$ cat src/rtl/dram_arb_pkg.sv
// Shared types and constants for the three-port DRAM round-robin arbiter.
package dram_arb_pkg;

   localparam int unsigned NPORTS = 3;
   localparam int unsigned IDX_W  = 2;

   typedef enum logic [1:0] {
      ST_IDLE  = 2'd0,
      ST_ISSUE = 2'd1,
      ST_WAIT  = 2'd2
   } state_e;

   typedef enum logic {
      SLOT_RD = 1'b0,
      SLOT_WR = 1'b1
   } slot_kind_e;

   // (base + step) mod NPORTS for base < NPORTS and step <= NPORTS
   function automatic logic [IDX_W-1:0] rr_offset(input logic [IDX_W-1:0] base,
                                                  input logic [IDX_W-1:0] step);
      logic [IDX_W:0] sum;
      sum = {1'b0, base} + {1'b0, step};
      if (sum >= (IDX_W+1)'(NPORTS)) begin
         sum = sum - (IDX_W+1)'(NPORTS);
      end
      return sum[IDX_W-1:0];
   endfunction

endpackage

$ cat src/rtl/rr_pick3.sv
// Combinational round-robin selector: first pending port after last_grant.
module rr_pick3
   import dram_arb_pkg::*;
(
   input  logic [NPORTS-1:0] pending_i,
   input  logic [IDX_W-1:0]  last_grant_i,
   output logic [IDX_W-1:0]  grant_c_o,
   output logic              grant_valid_c_o
);

   logic [IDX_W-1:0] cand;

   always_comb begin
      grant_c_o       = '0;
      grant_valid_c_o = 1'b0;
      cand            = '0;
      for (int unsigned k = 1; k <= NPORTS; k++) begin
         cand = rr_offset(last_grant_i, IDX_W'(k));
         if (!grant_valid_c_o && pending_i[cand]) begin
            grant_c_o       = cand;
            grant_valid_c_o = 1'b1;
         end
      end
   end

endmodule

$ cat src/rtl/dram_rr_arbiter.sv
// Three-requester round-robin arbiter in front of a single DRAM controller port,
// with per-port pending slots and a WAIT-state watchdog.
module dram_rr_arbiter
   import dram_arb_pkg::*;
#(
   parameter int unsigned ADDR_W  = 24,
   parameter int unsigned DATA_W  = 32,
   parameter int unsigned TIMEOUT = 255
) (
   input  logic                     clk,
   input  logic                     rst_n,
   input  logic [NPORTS*ADDR_W-1:0] req_addr_i,
   input  logic [NPORTS*DATA_W-1:0] req_wdata_i,
   input  logic [NPORTS-1:0]        req_read_i,
   input  logic [NPORTS-1:0]        req_write_i,
   output logic [NPORTS-1:0]        port_busy_o,
   output logic [NPORTS*DATA_W-1:0] rdata_o,
   output logic [NPORTS-1:0]        data_valid_o,
   output logic [NPORTS-1:0]        write_complete_o,
   output logic [NPORTS-1:0]        error_o,
   output logic [ADDR_W-1:0]        dram_addr_o,
   output logic [DATA_W-1:0]        dram_data_in_o,
   output logic                     dram_req_read_o,
   output logic                     dram_req_write_o,
   input  logic [DATA_W-1:0]        dram_data_out_i,
   input  logic                     dram_data_out_valid_i,
   input  logic                     dram_write_complete_i
);

   localparam int unsigned CNT_W = $clog2(TIMEOUT + 1);

   state_e                          state_q, state_d;
   logic [NPORTS-1:0]               busy_q, busy_d;
   slot_kind_e                      kind_q [NPORTS];
   slot_kind_e                      kind_d [NPORTS];
   logic [NPORTS-1:0][ADDR_W-1:0]   addr_q, addr_d;
   logic [NPORTS-1:0][DATA_W-1:0]   wdata_q, wdata_d;
   logic [NPORTS-1:0][DATA_W-1:0]   rdata_q, rdata_d;
   logic [NPORTS-1:0]               dv_q, dv_d;
   logic [NPORTS-1:0]               wc_q, wc_d;
   logic [NPORTS-1:0]               err_q, err_d;
   logic                            rd_stb_q, rd_stb_d;
   logic                            wr_stb_q, wr_stb_d;
   logic [ADDR_W-1:0]               dram_addr_q, dram_addr_d;
   logic [DATA_W-1:0]               dram_data_q, dram_data_d;
   logic [IDX_W-1:0]                gnt_q, gnt_d;
   logic                            gnt_wr_q, gnt_wr_d;
   logic [IDX_W-1:0]                last_q, last_d;
   logic [CNT_W-1:0]                cnt_q, cnt_d;

   logic [IDX_W-1:0]                pick_idx_c;
   logic                            pick_valid_c;
   logic                            in_wait_c;
   logic                            rd_done_c;
   logic                            wr_done_c;
   logic                            timeout_c;
   logic [CNT_W-1:0]                cnt_inc_c;

   rr_pick3 u_pick (
      .pending_i       (busy_q),
      .last_grant_i    (last_q),
      .grant_c_o       (pick_idx_c),
      .grant_valid_c_o (pick_valid_c)
   );

   // A matching completion in the final WAIT cycle beats the watchdog
   assign in_wait_c = (state_q == ST_WAIT);
   assign rd_done_c = in_wait_c && !gnt_wr_q && dram_data_out_valid_i;
   assign wr_done_c = in_wait_c &&  gnt_wr_q && dram_write_complete_i;
   assign cnt_inc_c = cnt_q + CNT_W'(1);
   assign timeout_c = in_wait_c && !rd_done_c && !wr_done_c && (cnt_inc_c == CNT_W'(TIMEOUT));

   always_ff @(posedge clk or negedge rst_n) begin
      if (!rst_n) begin
         state_q <= ST_IDLE;
      end else begin
         state_q <= state_d;
      end
   end

   always_comb begin
      state_d = state_q;
      unique case (state_q)
         ST_IDLE:  if (pick_valid_c) state_d = ST_ISSUE;
         ST_ISSUE: state_d = ST_WAIT;
         ST_WAIT:  if (rd_done_c || wr_done_c || timeout_c) state_d = ST_IDLE;
         default:  state_d = ST_IDLE;
      endcase
   end

   always_comb begin
      busy_d      = busy_q;
      kind_d      = kind_q;
      addr_d      = addr_q;
      wdata_d     = wdata_q;
      rdata_d     = rdata_q;
      dv_d        = '0;
      wc_d        = '0;
      err_d       = '0;
      rd_stb_d    = 1'b0;
      wr_stb_d    = 1'b0;
      dram_addr_d = dram_addr_q;
      dram_data_d = dram_data_q;
      gnt_d       = gnt_q;
      gnt_wr_d    = gnt_wr_q;
      last_d      = last_q;
      cnt_d       = cnt_q;

      // Idle ports accept a request; a write wins over a simultaneous read
      for (int p = 0; p < NPORTS; p++) begin
         if (!busy_q[p] && (req_write_i[p] || req_read_i[p])) begin
            busy_d[p]  = 1'b1;
            kind_d[p]  = req_write_i[p] ? SLOT_WR : SLOT_RD;
            addr_d[p]  = req_addr_i[p*ADDR_W +: ADDR_W];
            wdata_d[p] = req_wdata_i[p*DATA_W +: DATA_W];
         end
      end

      unique case (state_q)
         ST_IDLE: begin
            if (pick_valid_c) begin
               gnt_d       = pick_idx_c;
               gnt_wr_d    = (kind_q[pick_idx_c] == SLOT_WR);
               dram_addr_d = addr_q[pick_idx_c];
               dram_data_d = wdata_q[pick_idx_c];
               rd_stb_d    = (kind_q[pick_idx_c] == SLOT_RD);
               wr_stb_d    = (kind_q[pick_idx_c] == SLOT_WR);
            end
         end
         ST_ISSUE: begin
            cnt_d = '0;
         end
         ST_WAIT: begin
            cnt_d = cnt_inc_c;
            if (rd_done_c || wr_done_c || timeout_c) begin
               busy_d[gnt_q] = 1'b0;
               last_d        = gnt_q;
            end
            if (rd_done_c) begin
               rdata_d[gnt_q] = dram_data_out_i;
               dv_d[gnt_q]    = 1'b1;
            end else if (wr_done_c) begin
               wc_d[gnt_q] = 1'b1;
            end else if (timeout_c) begin
               err_d[gnt_q] = 1'b1;
            end
         end
         default: ;
      endcase
   end

   always_ff @(posedge clk or negedge rst_n) begin
      if (!rst_n) begin
         busy_q      <= '0;
         for (int p = 0; p < NPORTS; p++) kind_q[p] <= SLOT_RD;
         addr_q      <= '0;
         wdata_q     <= '0;
         rdata_q     <= '0;
         dv_q        <= '0;
         wc_q        <= '0;
         err_q       <= '0;
         rd_stb_q    <= 1'b0;
         wr_stb_q    <= 1'b0;
         dram_addr_q <= '0;
         dram_data_q <= '0;
         gnt_q       <= '0;
         gnt_wr_q    <= 1'b0;
         last_q      <= IDX_W'(NPORTS - 1);
         cnt_q       <= '0;
      end else begin
         busy_q      <= busy_d;
         kind_q      <= kind_d;
         addr_q      <= addr_d;
         wdata_q     <= wdata_d;
         rdata_q     <= rdata_d;
         dv_q        <= dv_d;
         wc_q        <= wc_d;
         err_q       <= err_d;
         rd_stb_q    <= rd_stb_d;
         wr_stb_q    <= wr_stb_d;
         dram_addr_q <= dram_addr_d;
         dram_data_q <= dram_data_d;
         gnt_q       <= gnt_d;
         gnt_wr_q    <= gnt_wr_d;
         last_q      <= last_d;
         cnt_q       <= cnt_d;
      end
   end

   assign port_busy_o      = busy_q;
   assign rdata_o          = rdata_q;
   assign data_valid_o     = dv_q;
   assign write_complete_o = wc_q;
   assign error_o          = err_q;
   assign dram_addr_o      = dram_addr_q;
   assign dram_data_in_o   = dram_data_q;
   assign dram_req_read_o  = rd_stb_q;
   assign dram_req_write_o = wr_stb_q;

endmodule

$ cat config.mk
export PLATFORM = sky130hd
export DESIGN_NAME = dram_rr_arbiter
export DESIGN_NICKNAME = d
export VERILOG_FILES = /design/src/rtl/dram_arb_pkg.sv /design/src/rtl/rr_pick3.sv /design/src/rtl/dram_rr_arbiter.sv
export SDC_FILE = /design/constraint.sdc
export NUM_CORES = 1
export LEC_CHECK = 0
export BUFFER_PORTS_ARGS = -buffer_cell sky130_fd_sc_hd__buf_2
export CAP_MARGIN = 20
export CORE_MARGIN = 8
export CORE_UTILIZATION = 23
export CTS_CLUSTER_SIZE = 16
export DETAILED_ROUTE_END_ITERATION = 16
export PLACE_DENSITY = 0.43
export SLEW_MARGIN = 5
export SYNTH_ARGS = -nofsm -noshare
export SYNTH_HDL_FRONTEND = slang
export SYNTH_SLANG_ARGS = --single-unit
$ cat constraint.sdc
create_clock -name clk -period 6.8 [get_ports clk]
set_input_delay 0.68 -clock clk [delete_from_list [all_inputs] [get_ports clk]]
set_output_delay 0.68 -clock clk [all_outputs]
set_load 0.005 [all_outputs]
==> impl_metrics.py, run 1 <==
metrics = {
    "run_status": {
        "status": "complete, no violations",
    },
    "global_routing": {
        "grt_pass1_vias": 11009,
        "grt_util_met1_pct": 16.1,
        "grtUsageMet2_pct": 21.1,
        "antenna_found_initial": 5,
        "top_usage_layer": "met2",
        "grt_start_max_net_pins": 142,
        "globalRouteMet3Util_pct": 3.44,
        "grt_pass1_wl_um": 70400,
        "grt_remaining_overflow": 0,
        "grt_util_all_layers_pct": 12.7,
    },
    "placed_design": {
        "gpl.final_weighted_congestion": 0.750,
        "hpwlAfterDp_um": 31100,
        "placement.io_buffers": 375,
    },
    "cells_and_area": {
        "final_layout_size_suffix_gt1_share_pct": 48.2,
        "areaGrowthSynthToFinish_pct": 29.7,
        "multiInputGateArea_um2": 5400,
        "area.sequential_um2": 8810,
        "final_net_count": 1687,
        "fillers": 6522,
    },
    "timing": {
        "relSlewSlack_pct": 33.0,
        "timing.hold.ws_ns": 0.104,
        "worstMarginPinSlew_ns": 1.00,
        "layout_worst_path_cycle_share_pct": 52.5,
        "fmaxAchievable_mhz": 280,
        "fin_crit_ns": 3.57,
        "final_hold_viol_count": 0,
        "tns_ns": 0,
        "final-max-slew-violation-count": 0,
        "rsz0062_at_grt": "no",
        "final-setup-viol-count": 0,
        "clock_skew_ns": 0.0157,
    },
    "floorplanning": {
        "fp.dieH_um": 267,
        "rows": 92,
        "fp.dieArea_um2": 71400,
        "start_util_pct": 23.1,
        "ioPinCount": 376,
        "core_um2": 62700,
        "die_width_um": 267,
    },
    "power": {
        "power-per-cell-area_nw_per_um2": 499,
        "cellLeakagePower_nw": 8.97,
        "worst_ir_drop_vdd_mv": 0.422,
    },
    "yosys": {
        "post_synth_main_area_contributors": "dfrtp_1, mux2_2, mux2i_1",
        "post-synth-top-count-cell": "dfrtp_1",
        "synth-main-ff-cell": "dfrtp_1",
        "synth_area_leader_cell": "dfrtp_1",
        "yosys_register_bits": 352,
        "ys_seq_area_share_pct": 60.7,
        "synth_cells": 1101,
        "netlist-cell-type-count": 48,
        "synth_largest_type_area_fraction_pct": 60.5,
        "avgSynthCellArea_um2": 13.2,
        "count_of_flip_flops_with_a_built_in_enable_after_synthesis": 0,
        "postSynth.asyncResetShare_pct": 100,
        "synth-warning-count": 0,
        "synth.cell_area_um2": 14500,
        "most_instantiated_cells_after_synthesis": "dfrtp_1, mux2_2, nor2_1",
        "synth_nets": 1319,
    },
    "clocking": {
        "ctsResizeCount": 0,
        "postCtsSetupRepairBufs": 0,
        "cts_made_buffers": 45,
        "path_clk_slew_ns": 0.06,
        "cts-root-to-sink-buffers": 3,
        "htreeDepth": 2,
        "holdBufCountCts": 0,
        "total_clock_sinks": 352,
        "clk_latency_ns": 0.56,
        "cts-root-buf": "clkbuf_16",
        "cts_tree": "built",
    },
    "worst_setup_path": {
        "cp-startpoint": "last_q[1]",
        "max_stage_delay_ns": 0.86,
        "cpMostUsedCell": "inv_1",
        "cp.required_ns": 7.26,
        "critical_path_class": "reg2reg",
        "crit_end": "dram_data_in_o[3]",
        "crit_path_cell_trace": "inv_1 > ha_1 > inv_1 > a221oi_2 > a22o_2 > nor2_4 > buf_4 > nor2_1 > a221oi_1",
        "critical_path_peak_fanout": 75,
        "critical_path_end_type": "flip-flop",
        "crit-reg2reg-launch": "last_q[1]",
        "worstSetupStartpointType": "flip-flop",
        "cp.arrival_ns": 4.03,
        "worst-r2r-cell-count": 9,
        "register_to_register_setup_slack_ns": 3.23,
        "rr_endpoint": "dram_data_in_o[3]",
        "cpMaxStageDelayCell": "buf_4",
    },
    "drt": {
        "remaining_drc_errors": 0,
        "drt_iter0_markers": 486,
        "wl_per_cell_um": 19.7,
        "viasPerCell": 4.27,
        "first_pass_iteration_count_of_the_detailed_router": 5,
        "route.vias.total": 10048,
        "route.antenna.remaining_nets": 0,
        "finalWirelength_um": 46300,
    },
    "worst_hold_path": {
        "min-delay-path-class": "in2async",
    },
    "job": {
        "count_of_maximum_capacitance_violations": 0,
    },
}
==> power breakdown <==
part	switching [mW]	internal (mW)
Sequential	0.530	3.08
Clock	0.924	1.45
Combinational	1.77	1.63
==> layer usage <==
metal,routed length (um),up-vias
met5,7,-
met4,1170,2
met3,3000,71
met2,22000,271
met1,20100,5071
li1,-,4633
==> kinds of logic (layout without fill, tap and decap cells) <==
family,count (synthesis),count (layout),share of synthesized area (%)
buf+inv,82,484,2.52
fa+ha+maj,8,8,0.690
flops,352,352,60.7
other cells,0,4,0
compound gates,97,97,6.21
simple gates,262,262,7.19
mux,298,298,22.6
xor+xnor,2,2,0.121
==> area by class of cell <==
class	instances	area share, %
Tap cell	846	5.62
Clock buffer	70	7.07
Timing Repair Buffer	387	10.7
Clock inverter	11	0.745
Sequential cell	352	46.8
Multi-Input combinational cell	667	28.7
Inverter	16	0.319
Antenna cell	4	0.0532
==> flip-flops by register name, indices dropped and copies added (netlist names) <==
name	count
kind_q	3
dram_req_write_o	1
last_q	2
dram_req_read_o	1
port_busy_o	3
write_complete_o	3
data_valid_o	3
dram_data_in_o	32
gnt_wr_q	1
state_q	2
addr_q	72
cnt_q	8
rdata_o	96
error_o	3
gnt_q	2
wdata_q	96
dram_addr_o	24
==> stage by stage <==
step                      instance area (um2)  worst slack (ns)  total power [mW]  instances  util (%)
final                                   18800              3.23              9.40       2353      30.0
after global routing                    18800              2.95              10.1       2351      30.0
after CTS                               18800              3.16              9.63       2349      30.0
after detailed placement                17300              3.19              7.15       2268      27.6
after global placement                  17300              3.26              7.06       2268      27.6
after floorplan                         14500              4.48              5.84       1101         -
==> how the worst min path moves through the flow <==
stage / cells past startpoint / from / end
finish: 1 / rst_n / addr_q[25]
global route: 1 / rst_n / addr_q[25]
CTS: 1 / rst_n / wdata_q[30]
detailed placement: 2 / rdata_o[0] / rdata_o[0]
global placement: 2 / rdata_o[22] / rdata_o[22]
floorplan: 0 / rst_n / addr_q[0]
==> layout by cell type, fill, tap and decap left out, drive strengths merged, types with 2 or more instances in the layout <==
cell type,n
nand2b,3
mux2i,61
nand2,108
a31oi,5
nand3,7
a22o,2
o21bai,3
inv,17
o2bb2ai,3
nor4,3
clkinv,6
nor3,8
o21a,2
dfrtp,351
a221oi,58
nand4,2
mux2,237
ha,8
buf,387
a21oi,5
diode,4
bufinv,3
nor2,125
clkbuf,70
o21ai,10
==> critical path, delay by kind of cell (launching register included) <==
kind / cells / cell delay (ns)
flip-flops: 1 / 0.53
AND/OR/NAND/NOR: 2 / 0.83
adder cells (fa/ha/maj): 1 / 0.36
buffers and inverters: 3 / 1.06
AO/OA/AOI/OAI: 3 / 0.58
Power figures use the tool's default switching activity.
==> run 2, diff against run 1 <==
PLACE_DENSITY = 0.45   (was 0.43)
clock period = 3.2 ns   (was 6.8 ns; I/O delays follow)
==> run 2 against run 1 <==
Setup slack got worse by 2.8 ns. Clock skew increased by 0.0048 ns. First-iteration DRC count increased by 6.6%. Global-route usage increased by 0.69 points. Sequential power increased by 110%. Die area unchanged. Critical path depth unchanged. Count of clock-buffer cells in the layout decreased by 10. Total power increased by 120%. Design area increased by 12%. Critical path type unchanged. Highest routed layer is now met4.
==> impl_metrics.py, run 2 (synthesis results as in run 1) <==
metrics = {
    "cells_and_area": {
        "area.sequential_um2": 8810,
        "areaGrowthSynthToFinish_pct": 44.8,
        "postLayoutCellArea_um2": 21000,
        "multiInputGateArea_um2": 5400,
        "layout.cells.most_common": "buf_2",
        "final_net_count": 1895,
        "leading_cell_types_in_the_layout_fill_and_taps_excluded": "buf_2, dfrtp_1, mux2_2",
        "final_layout_size_suffix_gt1_share_pct": 43.4,
        "finalCoreUtilization_pct": 33.5,
        "fillers": 6250,
    },
    "drt": {
        "finalWirelength_um": 49100,
        "wl_per_cell_um": 19.2,
        "first_pass_iteration_count_of_the_detailed_router": 4,
        "viasPerCell": 4.30,
        "remaining_drc_errors": 0,
        "drt_iter0_markers": 518,
        "route.antenna.remaining_nets": 0,
        "route.vias.total": 10988,
    },
    "worst_setup_path": {
        "max_stage_delay_ns": 0.52,
        "worstSetupStartpointType": "flip-flop",
        "cp.required_ns": 3.65,
        "worst_path_dominant_cell_family": "compound AO/OA/AOI/OAI gates",
        "critical_path_end_type": "flip-flop",
        "critical_path_peak_fanout": 39,
        "cpMostUsedCell": "inv_1",
        "crit_path_cell_trace": "inv_1 > ha_1 > inv_1 > a221oi_2 > nand3_1 > a22oi_2 > buf_12 > mux2i_1 > a221oi_1",
        "cpMaxStageDelayCell": "dfstp_2",
        "cp.arrival_ns": 3.19,
        "critical_path.n_buffers_inverters": 3,
        "critical_path_class": "reg2reg",
    },
    "timing": {
        "fin_crit_ns": 2.73,
        "tns_ns": 0,
        "rsz0062_at_grt": "no",
        "final-setup-viol-count": 0,
        "layout_worst_path_cycle_share_pct": 85.4,
        "clock_skew_ns": 0.0205,
        "final_hold_viol_count": 0,
        "fmaxAchievable_mhz": 366,
        "final-max-slew-violation-count": 0,
        "worstMarginPinSlew_ns": 0.773,
        "relSlewSlack_pct": 48.4,
    },
    "clocking": {
        "total_clock_sinks": 352,
        "cts_tree": "built",
        "cts_made_buffers": 44,
        "cts-root-to-sink-buffers": 3,
        "path_clk_slew_ns": 0.05,
        "htreeDepth": 2,
        "cts-root-buf": "clkbuf_16",
        "clk_latency_ns": 0.57,
        "postCtsSetupRepairBufs": 0,
    },
    "placed_design": {
        "gpl.final_weighted_congestion": 0.777,
        "postPlaceCellArea_um2": 17500,
        "placement.io_buffers": 375,
        "hpwlAfterDp_um": 32500,
    },
    "floorplanning": {
        "ioPinCount": 376,
        "core_um2": 62700,
        "start_util_pct": 23.1,
        "die_width_um": 267,
        "rows": 92,
        "fp.dieH_um": 267,
        "fp.dieArea_um2": 71400,
    },
    "global_routing": {
        "grt_pass1_wl_um": 74800,
        "grt_pass1_vias": 12098,
        "grt_util_all_layers_pct": 13.4,
        "grt_remaining_overflow": 0,
        "antenna_found_initial": 2,
        "grt_start_max_net_pins": 89,
    },
    "run_status": {
        "status": "complete, no violations",
    },
    "worst_hold_path": {
        "min-delay-path-class": "in2reg",
    },
    "power": {
        "cellLeakagePower_nw": 9.90,
        "power-per-cell-area_nw_per_um2": 985,
        "worst_ir_drop_vdd_mv": 0.794,
    },
    "job": {
        "count_of_maximum_capacitance_violations": 0,
    },
}
[run 2: repair_timing]
item,CTS,global route
gates resized for setup,0,0
hold endpoints to repair,318,0
hold buffers,194,0
[run 2: layout make-up]
| type | count | area share (%) |
|---|---|---|
| antenna | 4 | 0.0476 |
| clock buffer | 60 | 6.00 |
| clock inverter | 17 | 1.34 |
| inverter | 16 | 0.286 |
| multi-input combinational | 667 | 25.7 |
| sequential | 352 | 41.9 |
| tap | 846 | 5.03 |
| timing repair buffer | 596 | 19.7 |
[run 2: layer usage]
layer	GRT usage (%)	wire, um
met1	17.3	21500
met2	22.3	23700
met3	3.18	2680
met4	3.87	1210
met5	0	0
[run 2: stage by stage]
step / setup slack, ns / cells / power, mW / hold slack, ns
2_1_floorplan: 0.884 / 1101 / 12.4 / 0.0244
3_3_place_gp: 0.548 / 2283 / 15.2 / 0.421
3_5_place_dp: 0.453 / 2283 / 15.4 / 0.423
4_1_cts: 0.451 / 2554 / 21.1 / 0.00113
5_1_grt: 0.228 / 2554 / 22.1 / 0.00511
6_report: 0.467 / 2558 / 20.7 / 0.0355
[run 2: power breakdown]
| part | switching [mW] | internal, mW | total [mW] |
|---|---|---|---|
| Clock | 1.99 | 3.32 | 5.31 |
| Combinational | 3.92 | 3.78 | 7.70 |
| Sequential | 1.14 | 6.55 | 7.69 |
[run 2: worst paths after layout]
path / endpoint / cells past startpoint / start / slack, ns
max in group asynchronous: wdata_q[2] / 3 / rst_n / 1.90
worst min-delay path: wdata_q[41] / 2 / req_wdata_i[41] / 0.04
worst min register to register: rdata_o[8] / 2 / rdata_o[8] / 0.46
min in group asynchronous: wdata_q[88] / 2 / rst_n / 0.34
worst max-delay path: dram_addr_o[2] / 9 / last_q[1] / 0.47
worst max register to register: dram_addr_o[2] / 9 / last_q[1] / 0.47
==> run 3, diff against run 2 <==
CORE_UTILIZATION = 48   (was 23)
PLACE_DENSITY = 0.78   (was 0.45)
==> run 3 against run 2 <==
Sequential cell count unchanged. First-iteration DRC count shrank 15%. Highest routed layer is now met5. Combinational power down 6.1%. Clock skew hardly changed. Cell count shrank 26%. Die area is 49% lower. Design area shrank 13%. Critical path depth stayed put. Sequential share of layout area increased by 6.4 points. Global-route usage is 8.5 points higher.
==> impl_metrics.py, run 3 (synthesis results as in run 1) <==
metrics = {
    "power": {
        "report.power.total_mw": 19.4,
        "power-per-cell-area_nw_per_um2": 1060,
        "worst_ir_drop_vdd_mv": 0.657,
        "cellLeakagePower_nw": 8.95,
    },
    "drt": {
        "first_pass_iteration_count_of_the_detailed_router": 5,
        "viasPerCell": 5.43,
        "finalWirelength_um": 40500,
        "wl_per_cell_um": 21.3,
        "route.vias.total": 10306,
        "drt_iter0_markers": 442,
        "remaining_drc_errors": 0,
        "route.antenna.remaining_nets": 0,
    },
    "timing": {
        "fmaxAchievable_mhz": 358,
        "final-setup-viol-count": 0,
        "layout_worst_path_cycle_share_pct": 87.4,
        "final-max-slew-violation-count": 0,
        "final_hold_viol_count": 0,
        "fin_crit_ns": 2.80,
        "relSlewSlack_pct": 46.4,
        "tns_ns": 0,
        "worstMarginPinSlew_ns": 0.803,
        "rsz0062_at_grt": "no",
        "clock_skew_ns": 0.0200,
    },
    "cells_and_area": {
        "areaGrowthSynthToFinish_pct": 25.5,
        "final_layout_size_suffix_gt1_share_pct": 48.1,
        "area.sequential_um2": 8810,
        "final_net_count": 1695,
        "fillers": 2277,
        "multiInputGateArea_um2": 5390,
        "layout.cells.most_common": "buf_2",
        "leading_cell_types_in_the_layout_fill_and_taps_excluded": "buf_2, dfrtp_1, mux2_2",
    },
    "job": {
        "count_of_maximum_capacitance_violations": 0,
    },
    "floorplanning": {
        "ioPinCount": 376,
        "fp.dieH_um": 190,
        "core_um2": 29700,
        "fp.dieArea_um2": 36100,
        "start_util_pct": 48.8,
        "die_width_um": 190,
        "rows": 63,
    },
    "worst_setup_path": {
        "critical_path_end_type": "flip-flop",
        "worstSetupStartpointType": "flip-flop",
        "critical_path_class": "reg2reg",
        "cp.required_ns": 3.55,
        "critical_path_peak_fanout": 58,
        "cp.arrival_ns": 3.15,
    },
    "global_routing": {
        "grt_pass1_wl_um": 63400,
        "grt_start_max_net_pins": 102,
        "grt_pass1_vias": 11420,
        "antenna_found_initial": 7,
        "grt_remaining_overflow": 0,
        "grt_util_all_layers_pct": 21.9,
    },
    "clocking": {
        "cts-root-buf": "clkbuf_16",
        "cts_made_buffers": 38,
        "cts-root-to-sink-buffers": 3,
        "ctsResizeCount": 0,
        "postCtsSetupRepairBufs": 0,
        "htreeDepth": 2,
        "holdBufCountCts": 2,
        "path_clk_slew_ns": 0.06,
        "cts_tree": "built",
        "clk_latency_ns": 0.51,
        "total_clock_sinks": 352,
    },
    "run_status": {
        "status": "complete, no violations",
    },
    "worst_hold_path": {
        "min-delay-path-class": "in2reg",
    },
    "placed_design": {
        "hpwlAfterDp_um": 28000,
        "placement.io_buffers": 375,
        "gpl.final_weighted_congestion": 0.872,
    },
}
[run 3: final timing paths]
path,from,endpoint,slack (ns),cells past startpoint
min in group asynchronous,rst_n,addr_q[67],0.47,2
max in group asynchronous,rst_n,last_q[1],1.88,3
worst min-delay path,dram_data_out_i[15],rdata_o[15],0.02,3
worst max-delay path,last_q[1],dram_req_write_o,0.40,9
worst max register to register,last_q[1],dram_req_write_o,0.40,9
worst min register to register,rdata_o[4],rdata_o[4],0.47,2
[run 3: area by class of cell]
type	count	share of cell area, %
sequential	352	48.3
multi-input combinational	667	29.6
timing repair buffer	402	12.1
clock buffer	56	5.86
tap	390	2.68
clock inverter	11	1.08
inverter	16	0.330
antenna	3	0.0412
[run 3: worst max-delay path, cell delays in order (launching register included)]
cell	delay, ns
dfstp_2	0.54
inv_1	0.07
ha_1	0.38
inv_1	0.10
a221oi_2	0.24
nand3_1	0.13
a22oi_2	0.25
buf_12	0.43
mux2i_1	0.36
a21oi_1	0.13
[run 3: where the power goes]
group	switching, mW	total, mW	internal (mW)
clock	1.72	4.44	2.72
combinational	3.68	7.23	3.55
sequential	1.17	7.72	6.55
total	6.58	19.4	12.8
[run 3: layer usage]
metal / global-route usage (%) / up-vias / routed length, um / share of wire [%]
met5: 0 / - / 52 / 0.13
met4: 6.92 / 8 / 1160 / 2.9
met3: 7.16 / 88 / 3660 / 9.0
met2: 37.3 / 396 / 19900 / 49
met1: 26.1 / 5193 / 15700 / 39
li1: - / 4621 / - / -
[run 3: per-stage QoR]
| stage | utilization, % | hold WS (ns) | cells | cell area, um2 | worst slack (ns) |
|---|---|---|---|---|---|
| finish | 61.3 | 0.0222 | 1897 | 18200 | 0.404 |
| global route | 61.3 | 0.0203 | 1897 | 18200 | 0.249 |
| CTS | 61.3 | 0.000725 | 1894 | 18200 | 0.406 |
| detailed placement | 57.0 | 0.437 | 1825 | 16900 | 0.438 |
| global placement | 57.0 | 0.437 | 1825 | 16900 | 0.601 |
| floorplan | - | 0.0244 | 1101 | 14500 | 0.884 |
